<file path="config.mk">
export PLATFORM = sky130hd
export DESIGN_NAME = ntt_intt_cu_param
export DESIGN_NICKNAME = d
export VERILOG_FILES = /design/src/rtl/ntt_intt_cu_param.sv
export SDC_FILE = /design/constraint.sdc
export NUM_CORES = 1
export LEC_CHECK = 0
export CAP_MARGIN = 20
export CELL_PAD_IN_SITES_DETAIL_PLACEMENT = 2
export CELL_PAD_IN_SITES_GLOBAL_PLACEMENT = 2
export CORE_MARGIN = 2
export CORE_UTILIZATION = 25
export CTS_BUF_LIST = sky130_fd_sc_hd__clkbuf_16
export DETAILED_ROUTE_END_ITERATION = 7
export GPL_TIMING_DRIVEN = 0
export PLACE_DENSITY_LB_ADDON = 0.2
export SETUP_SLACK_MARGIN = 0.1
export SYNTH_ARGS = -nofsm -noshare
export SYNTH_HDL_FRONTEND = slang
export SYNTH_SLANG_ARGS = --single-unit
</file>
<file path="constraint.sdc">
create_clock -name clk_i -period 2.65 [get_ports clk_i]
set_input_delay 0.6625 -clock clk_i [delete_from_list [all_inputs] [get_ports clk_i]]
set_output_delay 0.6625 -clock clk_i [all_outputs]
set_load 0.02 [all_outputs]
</file>
<file path="src/rtl/ntt_intt_cu_param.sv">
// ntt_intt_cu_param
// Control unit for the NTT/INTT accelerator. It sits between the bus register
// file and the NTT datapath / coefficient RAM, and it runs three phases:
//   LOAD    - accepts N_COEFF coefficient beats and writes them to RAM
//   COMPUTE - starts the datapath and waits for completion, with a timeout
//   STORE   - reads N_COEFF coefficients out to a sink that can stall
// When a COMPUTE or STORE phase finishes, the unit raises an interrupt. The
// interrupt stays high until the host acknowledges it.
//
// Ports
//   clk_i, rst_i                   clock; synchronous active-high reset
//   cmd_load_i/start_i/store_i     command levels, sampled in IDLE, or in DONE with irq_ack_i
//   operation_i                    op code latched when a command is accepted
//   abort_i                        returns LOAD/COMPUTE/STORE to IDLE
//   load_valid_i / load_ready_o    coefficient input handshake
//   load_we_o, load_addr_o         coefficient RAM write strobe and address
//   store_ready_i / store_valid_o  coefficient output handshake
//   store_addr_o                   coefficient RAM read address
//   done_dp_i, start_dp_o          datapath completion pulse / start pulse
//   op_o                           latched operation
//   busy_o, status_done_o, status_err_o, intr_o, irq_ack_i  status and interrupt
module ntt_intt_cu_param #(
  parameter int N_COEFF     = 256,
  parameter int NTT_CYCLES  = 907,
  parameter int INTT_CYCLES = 907,
  parameter int CNT_W       = 11,
  parameter int ADDR_W      = $clog2(N_COEFF)
) (
  input  logic              clk_i,
  input  logic              rst_i,
  input  logic              cmd_load_i,
  input  logic              cmd_start_i,
  input  logic              cmd_store_i,
  input  logic [5:0]        operation_i,
  input  logic              abort_i,
  input  logic              load_valid_i,
  input  logic              store_ready_i,
  input  logic              done_dp_i,
  input  logic              irq_ack_i,
  output logic              start_dp_o,
  output logic [5:0]        op_o,
  output logic              load_ready_o,
  output logic              load_we_o,
  output logic [ADDR_W-1:0] load_addr_o,
  output logic              store_valid_o,
  output logic [ADDR_W-1:0] store_addr_o,
  output logic              busy_o,
  output logic              status_done_o,
  output logic              status_err_o,
  output logic              intr_o
);

  localparam logic [5:0] OP_NULL = 6'd0;
  localparam logic [5:0] OP_NTT  = 6'd1;
  localparam logic [5:0] OP_INTT = 6'd2;

  localparam logic [CNT_W-1:0] LAST_BEAT = CNT_W'(N_COEFF - 1);
  localparam logic [CNT_W-1:0] NTT_LAST  = CNT_W'(NTT_CYCLES - 1);
  localparam logic [CNT_W-1:0] INTT_LAST = CNT_W'(INTT_CYCLES - 1);

  typedef enum logic [2:0] {
    ST_IDLE,
    ST_LOAD,
    ST_COMPUTE,
    ST_STORE,
    ST_DONE
  } state_t;

  state_t           state_reg, state_next;
  logic [CNT_W-1:0] cnt_reg, cnt_next;
  logic [5:0]       op_reg, op_next;
  logic             done_reg, done_next;
  logic             err_reg, err_next;

  // Only NTT and INTT drive the datapath. NULL and illegal codes skip it.
  logic             op_is_xform;
  logic [CNT_W-1:0] lat_last;

  assign op_is_xform = (op_reg == OP_NTT) || (op_reg == OP_INTT);
  assign lat_last    = (op_reg == OP_INTT) ? INTT_LAST : NTT_LAST;

  always_ff @(posedge clk_i) begin
    if (rst_i) begin
      state_reg <= ST_IDLE;
      cnt_reg   <= '0;
      op_reg    <= OP_NULL;
      done_reg  <= 1'b0;
      err_reg   <= 1'b0;
    end else begin
      state_reg <= state_next;
      cnt_reg   <= cnt_next;
      op_reg    <= op_next;
      done_reg  <= done_next;
      err_reg   <= err_next;
    end
  end

  always_comb begin
    state_next = state_reg;
    cnt_next   = cnt_reg;
    op_next    = op_reg;
    done_next  = done_reg;
    err_next   = err_reg;

    case (state_reg)
      ST_IDLE, ST_DONE: begin
        // DONE holds until acknowledged. The acknowledge cycle can also accept a command.
        if (state_reg == ST_IDLE || irq_ack_i) begin
          state_next = ST_IDLE;
          if (cmd_load_i || cmd_start_i || cmd_store_i) begin
            op_next   = operation_i;
            done_next = 1'b0;
            err_next  = 1'b0;
            cnt_next  = '0;
            if (cmd_load_i)       state_next = ST_LOAD;
            else if (cmd_start_i) state_next = ST_COMPUTE;
            else                  state_next = ST_STORE;
          end
        end
      end

      ST_LOAD: begin
        if (abort_i || !op_is_xform) begin
          state_next = ST_IDLE;
          cnt_next   = '0;
        end else if (load_valid_i) begin
          if (cnt_reg == LAST_BEAT) begin
            state_next = ST_IDLE;
            cnt_next   = '0;
          end else begin
            cnt_next = cnt_reg + CNT_W'(1);
          end
        end
      end

      ST_COMPUTE: begin
        if (abort_i) begin
          state_next = ST_IDLE;
          cnt_next   = '0;
        end else if (op_reg == OP_NULL) begin
          state_next = ST_DONE;
          done_next  = 1'b1;
        end else if (!op_is_xform) begin
          state_next = ST_DONE;
          err_next   = 1'b1;
        end else if (done_dp_i) begin
          // If completion arrives on the timeout cycle, this branch wins, so it counts as success.
          state_next = ST_DONE;
          done_next  = 1'b1;
          cnt_next   = '0;
        end else if (cnt_reg == lat_last) begin
          state_next = ST_DONE;
          err_next   = 1'b1;
          cnt_next   = '0;
        end else begin
          cnt_next = cnt_reg + CNT_W'(1);
        end
      end

      ST_STORE: begin
        if (abort_i) begin
          state_next = ST_IDLE;
          cnt_next   = '0;
        end else if (store_ready_i) begin
          if (cnt_reg == LAST_BEAT) begin
            state_next = ST_DONE;
            done_next  = 1'b1;
            cnt_next   = '0;
          end else begin
            cnt_next = cnt_reg + CNT_W'(1);
          end
        end
      end

      default: begin
        state_next = ST_IDLE;
        cnt_next   = '0;
      end
    endcase
  end

  // The counter reads zero only on the first COMPUTE cycle, so start is a single pulse.
  assign start_dp_o    = (state_reg == ST_COMPUTE) && (cnt_reg == '0) && op_is_xform;
  assign op_o          = op_reg;
  assign load_ready_o  = (state_reg == ST_LOAD) && op_is_xform;
  assign load_we_o     = load_valid_i && load_ready_o;
  assign load_addr_o   = cnt_reg[ADDR_W-1:0];
  assign store_valid_o = (state_reg == ST_STORE);
  assign store_addr_o  = cnt_reg[ADDR_W-1:0];
  assign busy_o        = (state_reg == ST_LOAD) || (state_reg == ST_COMPUTE) ||
                         (state_reg == ST_STORE);
  assign status_done_o = done_reg;
  assign status_err_o  = err_reg;
  assign intr_o        = (state_reg == ST_DONE);

endmodule
</file>
==> results.md, run 1 <==
- The number of nets in the final layout is 253.
- The floorplan step defined a core boundary enclosing 5890 sq um.
- The die is 82.0 microns wide.
- The endpoint of the lowest-slack register-to-register path is cnt_reg[2]$_SDFFE_PP0P_.
- Before antenna repair, the detailed router went through 4 iterations.
- The fmax is 398 MHz.
- The static leakage is 0.819 nW.
- The final max-slew violation count is 0.
- In this run the critical register-to-register path is launched from op_o[4]$_SDFFE_PP0P_.
- During synthesis, Yosys emitted a total of 0 warnings.
- The completed layout was analyzed and its total power is 1.00 mW.
- The internal power component is 693 uW.
- Counting along the longest clock path gives a buffer depth of 2.
- The synthesized instance count is 182.
- The number of storage elements in the synthesis netlist is 22.
- In this run the vertical extent of the chip is 82.0 microns.
- For the pin with the worst max-slew slack, the measured transition is 0.900 ns.
- The initial utilization of the core area, before any placement, comes to 0.258.
- The count of clock tree sinks is 22.
- The terminating pin of the worst hold path is status_done_o$_SDFFE_PP0P_.
- Counting every net in the synthesized netlist gives 201.
- The detailed placer's ending HPWL is 3.86 mm.
- The element type at the critical path end is a primary output.
- The class of the tightest hold or removal check is flip-flop to flip-flop.
- The worst hold path begins at status_done_o$_SDFFE_PP0P_.
- Subtracting the final worst setup slack from the clock period gives 2.52 ns.
- The switching portion of total power is 0.310.
- The sequential share of power is 0.370.
- The TritonCTS clock tree is yes.
- The insertion delay to the later sink of the worst-skew pair is 0.26 ns.
- The critical path goes through or4_4 -> nor2_4 -> nor4b_4 -> and2_1 -> buf_2.
- The reg2reg setup slack is 0.40 ns.
- The area of the die is 6720 sq um.
- The number of global-route vias before repair came to 1651.
- Leaving out fill and tap cells, the most frequent cell in the layout is sky130_fd_sc_hd__clkdlybuf4s50_1.
- Along the worst path, the maximum fanout reaches 4.
- The pin count of the biggest net entering global routing is 13.
- With fillers left out, the area of the finished cells amounts to 2220 sq um.
- The async set or reset register ratio after synthesis is 0.
- The total overflow reported by the global router is 0.
- The count of routing violations after the opening detailed-route iteration is 42.
- TritonCTS created 3 clock buffers.
- The synthesized design contains 0 enable-type register cells.
- Clock-pin slew was measured on the worst setup and hold paths at 0.06 ns.
- The worst slew margin relative to its limit is 0.395.
- In the routed design, unresolved DRC markers number 0.
- At the end of routability-driven placement, the weighted congestion stood at 0.768.
- The setup slack of the critical path after layout is 0.134 ns.
- The repair_antennas step left the layout with diodes totalling 0.
- The number of flip-flops in the largest register is 11.
- The worst-case IR drop observed on VDD is 0.205 mV.
- The combinational share of power is 0.301.
- The largest single stage delay on the critical path is 0.56 ns.
- Setup repair after global routing could not meet its margin everywhere.
- Buffers inserted to repair hold after CTS numbered 0.
- In the layout the commonest cells are sky130_fd_sc_hd__clkdlybuf4s50_1 (42), sky130_fd_sc_hd__dfxtp_1 (22), sky130_fd_sc_hd__buf_4 (20).
- The setup slack after placement is -0.399 ns.
- The count of antenna-violating nets left after detailed routing is 0.
- The tool flagged a number of max-cap violations equal to 0.
- The area overhead of the layout relative to synthesis is 45.8%.
- The startpoint class of the critical path is a flip-flop.
- In this run the clock root is driven by a sky130_fd_sc_hd__clkbuf_16.
- The all-layer global routing usage is 0.159.
- The final instance count without filler cells is 308.
- The worst hold slack after final layout is 0.472 ns.
- The site row count is 28.
- After detailed routing, the average wire length per cell comes to 16.9 microns.
- The final route contains 1582 vias.
- The fraction of final layout cells sized beyond drive strength 1 is 0.206.
- The number of instances on the worst hold path is 2.
- In the synthesized netlist the dominant register cell turns out to be sky130_fd_sc_hd__dfxtp_1.
- The required time at the endpoint of the critical path is 1.99 ns.
- Of the available clock period, the critical path in the final layout requires 0.949.
- The switching power is 312 uW.
- By startpoint and endpoint, the worst setup path is classified as flip-flop to primary output.
- The I/O pin count is 46.
- The highest-delay cell along the critical path is sky130_fd_sc_hd__or4_4.
- The routed design has 5.19 mm of wire.
- The utilization of the core after routing is 0.376.
- The mean area per synthesized cell is 8.35 sq um.
- Once placement completed, the tool counted placed cells totaling 302.
- The total placed instance area is 2090 sq um.
- The sequential element share of the synthesized area is 0.290.
- The via-per-instance ratio is 5.14.
- The clock group share of total power is 0.328.
- The final number of setup-violating endpoints is 0.
- At the worst endpoint, the arrival time is 1.85 ns.
- For the final database, setup skew stands at 0.00297 ns.
- The number of antenna violations at the first check in global routing came to 0.
- The final-report hold violation count is 0.
- The H-tree depth is 1.
- In this run the power density over the cells is 453 nW/um^2.
- The first global-routing pass estimated 8.22 mm of wire.
- The post-synthesis instance area is 1520 sq um.
- The number of port buffers is 45.
- The run finished with clean final reports.
- The setup TNS is 0 ns.
- Measured in cells, the most critical reg-to-reg path has a length of 6.
- The netlist uses 49 different library cells.
[area by class of cell]
cell class                 count  area, sq um
fill                         674         3670
multi-input combinational    131          958
timing repair buffer          47          453
sequential                    22          440
buffer                        21          161
tap                           75         93.8
clock buffer                   3         75.1
inverter                       8         30.0
clock inverter                 1         3.75
[worst max-delay path by stage]
stage / startpoint / to / depth (start not counted)
final: op_o[4]$_SDFFE_PP0P_ / load_we_o / 5
after global routing: abort_i / cnt_reg[6]$_SDFFE_PP0P_ / 6
after CTS: op_o[4]$_SDFFE_PP0P_ / start_dp_o / 5
after detailed placement: op_o[5]$_SDFFE_PP0P_ / start_dp_o / 5
after global placement: op_o[5]$_SDFFE_PP0P_ / start_dp_o / 5
after floorplan: op_o[5]$_SDFFE_PP0P_ / load_we_o / 4
[power by group through the flow]
| stage | sequential (mW) | clock, mW | combinational, mW |
|---|---|---|---|
| global placement | 0.378 | 0 | 0.279 |
| CTS | 0.373 | 0.345 | 0.301 |
| floorplan | 0.390 | 0 | 0.157 |
| global route | 0.376 | 0.358 | 0.329 |
| detailed placement | 0.380 | 0 | 0.283 |
| finish | 0.372 | 0.330 | 0.303 |
[critical path: cells and delay by family (launching register included)]
kind          cells  cell delay, ns
buf+inv           1            0.15
flops             1            0.34
simple gates      4            1.10
[per-layer routing]
layer / share of wire / global-route usage / vias up
met5: 0 / 0 / -
met4: 0.019 / 0.0483 / 0
met3: 0.034 / 0.0308 / 10
met2: 0.51 / 0.280 / 32
met1: 0.43 / 0.195 / 783
li1: - / - / 757
[Yosys cell counts (all sizes together), types with 3 or more instances]
master,instances,area share
and2,3,0.012
mux2i,10,0.066
nor2,18,0.044
nand2b,3,0.012
o21ai,6,0.022
buf,18,0.091
nand3,5,0.016
clkbuf,3,0.014
nor4,4,0.016
o31ai,5,0.028
nor3,7,0.026
dfxtp,22,0.29
nand2,9,0.022
nand4,4,0.026
inv,8,0.020
xnor2,3,0.017
a21oi,10,0.033
nor2b,3,0.012
or4,7,0.037
ha,3,0.025
or3,5,0.022
[cells by family after synthesis]
logic type | count (synthesis) | share of synthesized area
AO/OA/AOI/OAI | 37 | 0.171
XOR/XNOR | 4 | 0.0230
flip-flops | 22 | 0.290
multiplexers | 10 | 0.0658
AND/OR/NAND/NOR | 77 | 0.300
buffers and inverters | 29 | 0.125
adder cells (fa/ha/maj) | 3 | 0.0247
[timing repair]
item / 4_1_cts / 5_1_grt
endpoints found under the setup margin: 16 / 16
gates resized for setup: 17 / 7
pin swaps: 2 / 2
gates cloned: 0 / 0
buffers inserted: 2 / 0
No activity file was read; power rests on OpenSTA's default activity.
==> run 2, diff against run 1 <==
Clock period 2.65 ns to 2.4 ns, I/O delays scaled along.
==> run 2 against run 1 <==
The flow now finishes with violations (negative setup slack). Critical path depth unchanged. Via count is 1.5% higher. Combinational power rose by 23%.
==> results.md, run 2 (synthesized netlist as in run 1, its figures left out) <==
- Summed over all cells, the static leakage comes to 0.890 nW.
- The die is 82.0 microns wide.
- In this run the worst path has a maximum fanout of 4.
- The TritonCTS clock tree is yes.
- Of the total power, combinational logic draws 0.324.
- Once routing completed, OpenROAD measured the worst setup slack at -0.0388 ns.
- The repair_antennas step left the layout with diodes totalling 0.
- The initial standard-cell utilization of the core is 0.258.
- The final max-slew violation count was 0.
- For the worst setup path, the data required time is 1.80 ns.
- Across every metal layer, demand over resource in global routing totals 0.166.
- Counting I/O delays and the setup requirement, the final critical path takes 2.44 ns.
- The start point of the worst hold path is status_done_o$_SDFFE_PP0P_.
- The share of total power dissipated in sequential elements is 0.356.
- Setup violations remaining at the end of the flow were counted as 2.
- The checks that failed: negative setup slack.
- The H-tree depth is 1.
- The post-detailed-routing wire length is 5.43 mm.
- The final-report hold violation count came to 0.
- The area of the die is 6720 sq um.
- The register clock-pin slew on the reported worst setup and hold paths is 0.06 ns.
- The critical path starts at op_o[4]$_SDFFE_PP0P_.
- The area of the core is 5890 sq um.
- The first global-routing pass estimated 8.47 mm of wire.
- The class of the tightest hold or removal check is flip-flop to flip-flop.
- The register with the most flip-flops in the layout has 11 of them.
- The weighted congestion at the end of routability-driven global placement is 0.775.
- The worst setup path is captured at a primary output.
- The final instance count without filler cells is 316.
- Cell internal power was estimated by the tool at 789 uW.
- The analysis attributes to net switching a power of 365 uW.
- The number of global-route vias before repair is 1665.
- The worst flop-to-flop path startpoint is op_o[4]$_SDFFE_PP0P_.
- Leaving out fill and tap cells, the most frequent cell in the layout is sky130_fd_sc_hd__clkdlybuf4s50_1.
- The fmax is 410 MHz.
- The detailed placer's ending HPWL is 3.72 mm.
- For this block, the initial DRC count from the detailed router was 19.
- Entering global routing, the biggest net connects 13 pins.
- The number of port buffers is 45.
- The switching portion of total power is 0.317.
- Setup repair after global routing could not meet its margin everywhere.
- The total overflow reported by the global router is 0.
- The run finished, with violations left.
- Of the total power, the clock network draws 0.320.
- On the final layout, the worst hold slack is 0.462 ns.
- The total vias in the final route is 1605.
- The area overhead of the layout relative to synthesis is 52.9%.
- Of the cells placed in the final design, the portion with a size suffix greater than 1 is 0.249.
- The remaining routing DRC violations is 0.
- The buffer cell driving the clock tree root is sky130_fd_sc_hd__clkbuf_16.
- The clock arrives with 0.00196 ns of skew.
- The library cells used most frequently in the layout, excluding fill and tap cells, are sky130_fd_sc_hd__clkdlybuf4s50_1 (39), sky130_fd_sc_hd__buf_4 (29), sky130_fd_sc_hd__dfxtp_1 (20).
- The maximum vdd drop is 0.245 mV.
- The number of clock buffers added by TritonCTS is 3.
- Before antenna repair, the detailed router went through 3 iterations.
- The number of placed instances, taps included is 302.
- The number of antenna violations at the first check in global routing is 0.
- The clock reaches the later pin of the worst-skew pair after 0.26 ns.
- Dividing the final minimum period by the clock period gives 1.02.
- The average wire per standard cell is 17.2 microns.
- STA classifies the critical path startpoint as a flip-flop.
- Data arrives at the worst endpoint at 1.84 ns.
- The worst slew margin relative to its limit is 0.491.
- In the routed layout, each cell is associated on average with a via count of 5.08.
- At the pin with the least slew margin, the transition time is 0.759 ns.
- The count of antenna-violating nets left after detailed routing is 0.
- Max-cap violations in this run came to 0.
- The I/O pin count is 46.
- The buffer depth of the longest clock path is 2.
- The filler cells instantiated in the layout total 691.
- The count of clock tree sinks is 22.
- The power per unit of standard cell area is 497 nW/um^2.
- The die outline height is 82.0 microns.
- The setup path with the least slack is of type flip-flop to primary output.
- The site row count is 28.
- The number of nets in the final layout is 261.
==> run 2: cell types whose count changed in the layout (fill, tap and decap cells not counted), sizes merged <==
cell,before,now
clkdlybuf4s50,42,39
clkbuf,6,5
dlygate4sd2,0,2
buf,23,32
dlymetal6s2s,0,1
==> run 2: power by group through the flow <==
stage | clock network, mW | logic (mW) | registers, mW
2_1_floorplan | 0 | 0.180 | 0.432
3_3_place_gp | 0 | 0.318 | 0.419
3_5_place_dp | 0 | 0.319 | 0.420
4_1_cts | 0.377 | 0.346 | 0.410
5_1_grt | 0.392 | 0.405 | 0.414
6_report | 0.370 | 0.373 | 0.411
==> run 2: cell type report <==
| class | instances | area, sq um | area share |
|---|---|---|---|
| clock inverters | 1 | 3.75 | 0.00161 |
| flip-flops and latches | 22 | 443 | 0.191 |
| well taps | 75 | 93.8 | 0.0404 |
| repair buffers | 55 | 534 | 0.230 |
| inverters | 8 | 30.0 | 0.0129 |
| multi-input cells | 131 | 981 | 0.422 |
| clock buffers | 3 | 75.1 | 0.0323 |
| plain buffers | 21 | 164 | 0.0705 |
==> run 2: path summary, 6_finish.rpt <==
path | to | slack, ns | cells after the start
setup / recovery | load_we_o | -0.04 | 5
hold / removal | status_done_o$_SDFFE_PP0P_ | 0.46 | 2
setup reg to reg | cnt_reg[7]$_SDFFE_PP0P_ | 0.10 | 7
hold reg to reg | status_done_o$_SDFFE_PP0P_ | 0.46 | 2
==> run 2: critical path, cell delays in order, from the launching register on <==
cell and delay (ns):
sky130_fd_sc_hd__dfxtp_2 0.33, sky130_fd_sc_hd__or4_4 0.56, sky130_fd_sc_hd__nor2_4 0.16, sky130_fd_sc_hd__nor4b_4 0.25
sky130_fd_sc_hd__and2_4 0.18, sky130_fd_sc_hd__buf_6 0.11
==> run 2: per-layer routing <==
metal | vias to the layer above | part of all wire | track usage
met2 | 28 | 0.52 | 0.291
met1 | 793 | 0.44 | 0.207
li1 | 775 | - | -
met4 | 0 | 0.017 | 0.0500
met5 | - | 0 | 0
met3 | 9 | 0.027 | 0.0253
==> run 2: metrics by stage <==
stage	setup WS, ns	total power [mW]	util	TNS (ns)	area, sq um
2_1_floorplan	0.108	0.611	-	0	1550
3_3_place_gp	-0.457	0.737	0.357	-6.67	2100
3_5_place_dp	-0.427	0.739	0.357	-6.59	2100
4_1_cts	-0.119	1.13	0.379	-0.248	2230
5_1_grt	-0.0945	1.21	0.395	-0.241	2320
6_report	-0.0388	1.15	0.395	-0.0619	2320
==> run 2: timing repair <==
action | CTS | global route
pin swaps | 5 | 6
setup buffers | 3 | 7
resized for setup | 27 | 6
setup endpoints to repair | 19 | 25
hold buffers | 0 | 0
